[src/rtl/apb_pkg.sv]
// Shared types and bus widths for the round-robin APB master.
// Imported by the arbiter and the top-level master.
package apb_pkg;

   localparam int APB_ADDR_W = 32;
   localparam int APB_DATA_W = 32;

   typedef enum logic [1:0] {
      ST_IDLE   = 2'd0,
      ST_SETUP  = 2'd1,
      ST_ACCESS = 2'd2
   } arb_state_t;

   // Index width for a requester count, never narrower than one bit.
   function automatic int idx_width(input int n);
      return (n > 1) ? $clog2(n) : 1;
   endfunction

endpackage

[src/rtl/apb_arb_master_rr_arbiter.sv]
// Combinational round-robin picker: first set request after i_last, wrapping.
// Reports the winning index and whether any request was present.
module rr_arbiter
   import apb_pkg::*;
#(
   parameter int NREQ  = 2,
   parameter int IDX_W = 1
) (
   input  logic [NREQ-1:0]  i_req,
   input  logic [IDX_W-1:0] i_last,
   output logic [IDX_W-1:0] o_grant,
   output logic             o_grant_valid
);

   logic [IDX_W-1:0] w_idx;
   logic             w_hit;

   // Walk the ring starting one past the last winner; the first hit sticks.
   always_comb begin
      o_grant       = {IDX_W{1'b0}};
      o_grant_valid = 1'b0;
      w_idx         = {IDX_W{1'b0}};
      w_hit         = 1'b0;
      for (int k = 1; k <= NREQ; k++) begin
         w_idx         = IDX_W'((int'(i_last) + k) % NREQ);
         w_hit         = i_req[w_idx] & ~o_grant_valid;
         o_grant       = w_hit ? w_idx : o_grant;
         o_grant_valid = o_grant_valid | w_hit;
      end
   end

endmodule

[src/rtl/apb_arb_master.sv]
// APB master shared by NREQ requesters through a round-robin arbiter.
// Runs one SETUP/ACCESS transfer at a time with an ACCESS-phase timeout.
module apb_arb_master
   import apb_pkg::*;
#(
   parameter int NREQ    = 2,
   parameter int TIMEOUT = 16,
   parameter int CNT_W   = $clog2(TIMEOUT + 1)
) (
   input  logic                       pclk,
   input  logic                       presetn,
   input  logic [NREQ-1:0]            req_valid,
   input  logic [NREQ-1:0]            req_write,
   input  logic [NREQ*APB_ADDR_W-1:0] req_addr,
   input  logic [NREQ*APB_DATA_W-1:0] req_wdata,
   output logic [NREQ-1:0]            req_ready,
   output logic [NREQ-1:0]            rsp_valid,
   output logic [APB_DATA_W-1:0]      rsp_rdata,
   output logic                       rsp_err,
   output logic                       psel,
   output logic                       penable,
   output logic                       pwrite,
   output logic [APB_ADDR_W-1:0]      paddr,
   output logic [APB_DATA_W-1:0]      pwdata,
   input  logic [APB_DATA_W-1:0]      prdata,
   input  logic                       pready,
   input  logic                       pslverr
);

   localparam int               IDX_W     = idx_width(NREQ);
   localparam logic [NREQ-1:0]  ONE_HOT_0 = {{(NREQ-1){1'b0}}, 1'b1};
   localparam logic [IDX_W-1:0] LAST_RST  = IDX_W'(NREQ - 1);
   localparam logic [CNT_W-1:0] CNT_LIMIT = CNT_W'(TIMEOUT - 1);

   arb_state_t              r_state;
   logic [IDX_W-1:0]        r_last;
   logic [IDX_W-1:0]        r_winner;
   logic [CNT_W-1:0]        r_cnt;
   logic [NREQ-1:0]         r_req_ready;
   logic [NREQ-1:0]         r_rsp_valid;
   logic [APB_DATA_W-1:0]   r_rsp_rdata;
   logic                    r_rsp_err;
   logic                    r_psel;
   logic                    r_penable;
   logic                    r_pwrite;
   logic [APB_ADDR_W-1:0]   r_paddr;
   logic [APB_DATA_W-1:0]   r_pwdata;

   logic [IDX_W-1:0]        w_grant;
   logic                    w_grant_valid;
   logic                    w_match;
   logic                    w_sel_write;
   logic [APB_ADDR_W-1:0]   w_sel_addr;
   logic [APB_DATA_W-1:0]   w_sel_wdata;

   rr_arbiter #(
      .NREQ  (NREQ),
      .IDX_W (IDX_W)
   ) u_arb (
      .i_req         (req_valid),
      .i_last        (r_last),
      .o_grant       (w_grant),
      .o_grant_valid (w_grant_valid)
   );

   // Mux the winning requester's command fields out of the packed buses.
   always_comb begin
      w_match     = 1'b0;
      w_sel_write = 1'b0;
      w_sel_addr  = {APB_ADDR_W{1'b0}};
      w_sel_wdata = {APB_DATA_W{1'b0}};
      for (int k = 0; k < NREQ; k++) begin
         w_match     = (w_grant == IDX_W'(k));
         w_sel_write = w_match ? req_write[k] : w_sel_write;
         w_sel_addr  = w_match ? req_addr[k*APB_ADDR_W +: APB_ADDR_W] : w_sel_addr;
         w_sel_wdata = w_match ? req_wdata[k*APB_DATA_W +: APB_DATA_W] : w_sel_wdata;
      end
   end

   // Transfer FSM; every output is a register so the bus never glitches.
   always_ff @(posedge pclk or negedge presetn) begin
      if (!presetn) begin
         r_state     <= ST_IDLE;
         r_last      <= LAST_RST;
         r_winner    <= {IDX_W{1'b0}};
         r_cnt       <= {CNT_W{1'b0}};
         r_req_ready <= {NREQ{1'b0}};
         r_rsp_valid <= {NREQ{1'b0}};
         r_rsp_rdata <= {APB_DATA_W{1'b0}};
         r_rsp_err   <= 1'b0;
         r_psel      <= 1'b0;
         r_penable   <= 1'b0;
         r_pwrite    <= 1'b0;
         r_paddr     <= {APB_ADDR_W{1'b0}};
         r_pwdata    <= {APB_DATA_W{1'b0}};
      end else begin
         r_req_ready <= {NREQ{1'b0}};
         r_rsp_valid <= {NREQ{1'b0}};
         case (r_state)
            ST_IDLE: begin
               if (w_grant_valid) begin
                  r_winner    <= w_grant;
                  r_pwrite    <= w_sel_write;
                  r_paddr     <= w_sel_addr;
                  r_pwdata    <= w_sel_wdata;
                  r_psel      <= 1'b1;
                  r_penable   <= 1'b0;
                  r_req_ready <= ONE_HOT_0 << w_grant;
                  r_state     <= ST_SETUP;
               end else begin
                  r_psel      <= 1'b0;
                  r_penable   <= 1'b0;
               end
            end
            ST_SETUP: begin
               r_penable <= 1'b1;
               r_cnt     <= {CNT_W{1'b0}};
               r_state   <= ST_ACCESS;
            end
            ST_ACCESS: begin
               // A pready on the limit cycle still wins over the timeout.
               if (pready) begin
                  r_psel      <= 1'b0;
                  r_penable   <= 1'b0;
                  r_rsp_valid <= ONE_HOT_0 << r_winner;
                  r_rsp_rdata <= r_pwrite ? {APB_DATA_W{1'b0}} : prdata;
                  r_rsp_err   <= pslverr;
                  r_last      <= r_winner;
                  r_state     <= ST_IDLE;
               end else if (r_cnt == CNT_LIMIT) begin
                  r_psel      <= 1'b0;
                  r_penable   <= 1'b0;
                  r_rsp_valid <= ONE_HOT_0 << r_winner;
                  r_rsp_rdata <= {APB_DATA_W{1'b0}};
                  r_rsp_err   <= 1'b1;
                  r_last      <= r_winner;
                  r_state     <= ST_IDLE;
               end else begin
                  r_cnt <= r_cnt + CNT_W'(1);
               end
            end
            default: begin
               r_psel    <= 1'b0;
               r_penable <= 1'b0;
               r_state   <= ST_IDLE;
            end
         endcase
      end
   end

   assign req_ready = r_req_ready;
   assign rsp_valid = r_rsp_valid;
   assign rsp_rdata = r_rsp_rdata;
   assign rsp_err   = r_rsp_err;
   assign psel      = r_psel;
   assign penable   = r_penable;
   assign pwrite    = r_pwrite;
   assign paddr     = r_paddr;
   assign pwdata    = r_pwdata;

endmodule

[config.mk]
export PLATFORM = sky130hd
export DESIGN_NAME = apb_arb_master
export DESIGN_NICKNAME = d
export VERILOG_FILES = /design/src/rtl/apb_pkg.sv /design/src/rtl/apb_arb_master_rr_arbiter.sv /design/src/rtl/apb_arb_master.sv
export SDC_FILE = /design/constraint.sdc
export NUM_CORES = 1
export LEC_CHECK = 0
export BUFFER_PORTS_ARGS = -buffer_cell sky130_fd_sc_hd__buf_2
export CORE_ASPECT_RATIO = 0.5
export CORE_MARGIN = 2
export CORE_UTILIZATION = 45
export CTS_CLUSTER_DIAMETER = 120
export DETAILED_ROUTE_END_ITERATION = 8
export PLACE_DENSITY = 0.87
export SLEW_MARGIN = 25
export SYNTH_ARGS = -nofsm -noshare
export SYNTH_HDL_FRONTEND = slang
export SYNTH_SLANG_ARGS = --single-unit
[constraint.sdc]
create_clock -name pclk -period 2.1 [get_ports pclk]
set_input_delay 0.315 -clock pclk [delete_from_list [all_inputs] [get_ports pclk]]
set_output_delay 0.315 -clock pclk [all_outputs]
set_load 0.05 [all_outputs]
==> flow_summary.json <==
{
  "run_status": "completed",
  "worst_hold_path_type": "in -> reg",
  "io_pins": 272,
  "dp.final_hpwl_um": 10760,
  "initial_utilization": 0.4661,
  "cts_repair_resize_count": 0,
  "layout.filler_cells": 899,
  "die_area_mm2": 0.01240,
  "pwr-share-seq": 0.269,
  "die_height_um": 79.76,
  "most-common-layout-cells": "buf_2, dfrtp_1, and3_1",
  "wire_length_of_the_first_global_routing_pass_um": 23360,
  "worst_setup_hold_path_clk_slew_ns": 0.06,
  "power_report.internal_total_w": 0.007155,
  "finalWorstSetupSlack_ns": 0.08915,
  "remaining_drc_errors": 0,
  "final_cell_area_mm2": 0.007232,
  "dpl_cell_area_mm2": 0.006600,
  "wirelength_um": 15080,
  "netlist-cell-type-count": 40,
  "ys_async_sr_fraction": 1.000,
  "fmax_mhz": 497.3,
  "syn_area_mm2": 0.005165,
  "synth_enable_flop_cells": 0,
  "mappedNetlistNets": 604,
  "worstSetupPathType": "reg -> reg",
  "synth_top_area_share": 0.5426,
  "cts_tree": "done",
  "worst_slew_margin_rel": 0.5926,
  "power_density_mw_per_mm2": 1932,
  "finalWeightedCongestion": 0.8247,
  "grtUsageTotal": 0.2432,
  "postSynthRegisterBits": 113,
  "routed-via-count": 4648,
  "synth.area.top_cells": "dfrtp_1, a221o_1, and3_1",
  "layout-drive-gt1-share": 0.5176,
  "dieWidth_um": 155.5,
  "comb_power_share": 0.517,
  "drt-wirelength-per-cell_um": 17.60,
  "post-place-ws_ns": 0.1199,
  "critical_path_arrival_ns": 2.29,
  "clock_latency_ns": 0.40,
  "worstMarginPinSlew_ns": 0.6095,
  "grt_pass1_vias": 4494,
  "critPathCaptureType": "register",
  "postSynth.topFlopCell": "dfrtp_1",
  "crit_path_max_fanout": 14,
  "grt_start_max_net_pins": 52,
  "drt_iter0_drc": 339,
  "finalClockSkew_ns": 0.008860,
  "layout_commonest_cell": "buf_2",
  "clock_tree.root_cell": "clkbuf_16",
  "min_period_ns": 2.011,
  "finalHoldWorstSlack_ns": 0.1397,
  "detailed_router_iteration_count_before_antenna_repair": 4,
  "synth_top_area_cell": "dfrtp_1",
  "clockPowerShare": 0.214,
  "netSwitchingFraction": 0.4879,
  "max-clock-path-buffers": 2,
  "flow.area_growth_from_synthesis_pct": 40.02,
  "synth.yosys.warnings": 0,
  "finish.net_count": 868,
  "postCtsHoldBufs": 1,
  "cts_inserted_buffers": 17,
  "post_cts_setup_buffer_count": 0,
  "numClockSinks": 113,
  "antenna_found_initial": 1,
  "setup_viol": 0,
  "clock_tree.htree_level_count": 4,
  "gr-total-overflow": 0,
  "final-hold-violation-count": 0,
  "finalMaxSlewViolations": 0,
  "final.period_utilization": 0.9575,
  "type_of_origin_of_the_critical_path": "register",
  "coreArea_mm2": 0.01108,
  "mean_cell_area_of_the_mapped_netlist_um2": 11.90,
  "critical_path_required_ns": 2.38,
  "power_switching_w": 0.006816,
  "io_buffer_count": 271,
  "cap_violations": 0,
  "post_synth_inst_count": 434,
  "drt.antenna.violating_nets": 0,
  "fin_tns_setup_ns": 0,
  "drt-vias-per-instance": 5.424,
  "rsz0062_at_grt": "no",
  "register_area_share_after_synthesis": 0.5477,
  "ir_worst_vdd_v": 0.001153,
  "placement_rows": 27,
  "p_leak_nw": 3.853
}
Yosys cell counts, types with 2 or more instances:
cell type and instances:
a21o_1 2, a21oi_1 3, a221o_1 50, a22o_1 3, and3_1 52, buf_2 13, buf_6 13, clkbuf_1 15
dfrtp_1 112, ha_1 2, inv_1 7, mux2_1 15, mux2_2 7, mux2_4 8, nand2_1 35, nand2b_1 4
nor2_1 3, o21ai_0 33, o21ai_1 10, o21ai_2 27
state kept, by name, indices dropped and copies added (netlist names):
signal,flops
paddr,32
penable,1
psel,1
pwdata,32
pwrite,1
r_cnt,5
r_last,1
r_state,2
r_winner,1
req_ready,2
rsp_err,1
rsp_rdata,32
rsp_valid,2
layout make-up:
class                   count  area (µm²)  share of cell area
multi-input cells         271        2048              0.2832
flip-flops and latches    113        2829              0.3912
clock buffers              18       429.2             0.05934
clock inverters            14       190.2             0.02630
well taps                 145       181.4             0.02509
diodes                      1       2.502           0.0003460
inverters                   8       32.53            0.004498
repair buffers            287        1519              0.2100
routing by layer:
metal  share of wire  wire length (µm)  vias up  track usage
li1                -                 -     2151            -
met1            0.42              6280     2287       0.3127
met2            0.51              7765      180       0.4133
met3           0.048               730       30      0.05429
met4           0.020               307        0      0.08165
met5               0                 0        -            0
critical path: stages (launching register included):
cell     delay, ns
dfrtp_1       0.41
ha_1          0.24
and3_1        0.19
ha_1          0.22
nor2_2        0.23
buf_4         0.23
a21oi_1       0.12
a22o_1        0.25
final timing paths:
| path | from | to | slack [ns] | cells past startpoint |
|---|---|---|---|---|
| setup / recovery | r_cnt[0]$_DFFE_PN0P_ | r_cnt[0]$_DFFE_PN0P_ | 0.09 | 7 |
| hold / removal | req_wdata[27] | pwdata[27]$_DFFE_PN0P_ | 0.14 | 2 |
| setup reg to reg | r_cnt[0]$_DFFE_PN0P_ | r_cnt[0]$_DFFE_PN0P_ | 0.09 | 7 |
| hold reg to reg | psel$_DFFE_PN0P_ | psel$_DFFE_PN0P_ | 0.48 | 1 |
| max in group asynchronous | presetn | r_last$_DFFE_PN1P_ | 1.00 | 3 |
| min in group asynchronous | presetn | r_cnt[4]$_DFFE_PN0P_ | 0.44 | 2 |
cell families after synthesis:
group | share of synthesized area
flops | 0.5477
simple gates | 0.1110
compound gates | 0.2040
mux | 0.07122
xor+xnor | 0.001696
buf+inv | 0.05959
fa+ha+maj | 0.004844
power by group through the flow:
stage               logic [W]  registers [W]  clock network, W
floorplan             0.00226        0.00697                 0
global placement      0.00708        0.00372                 0
detailed placement    0.00721        0.00376                 0
CTS                   0.00724        0.00375           0.00305
global route          0.00758        0.00387           0.00317
finish                0.00722        0.00376           0.00299
metrics by stage:
stage                     utilization  instances  total power [W]
after CTS                      0.6524        856          0.01403
after global placement         0.5956        823          0.01080
after global routing           0.6524        856          0.01462
after floorplan                     -        434         0.009227
final                          0.6527        857          0.01397
after detailed placement       0.5956        823          0.01097
No activity file was read; power rests on OpenSTA's default activity.
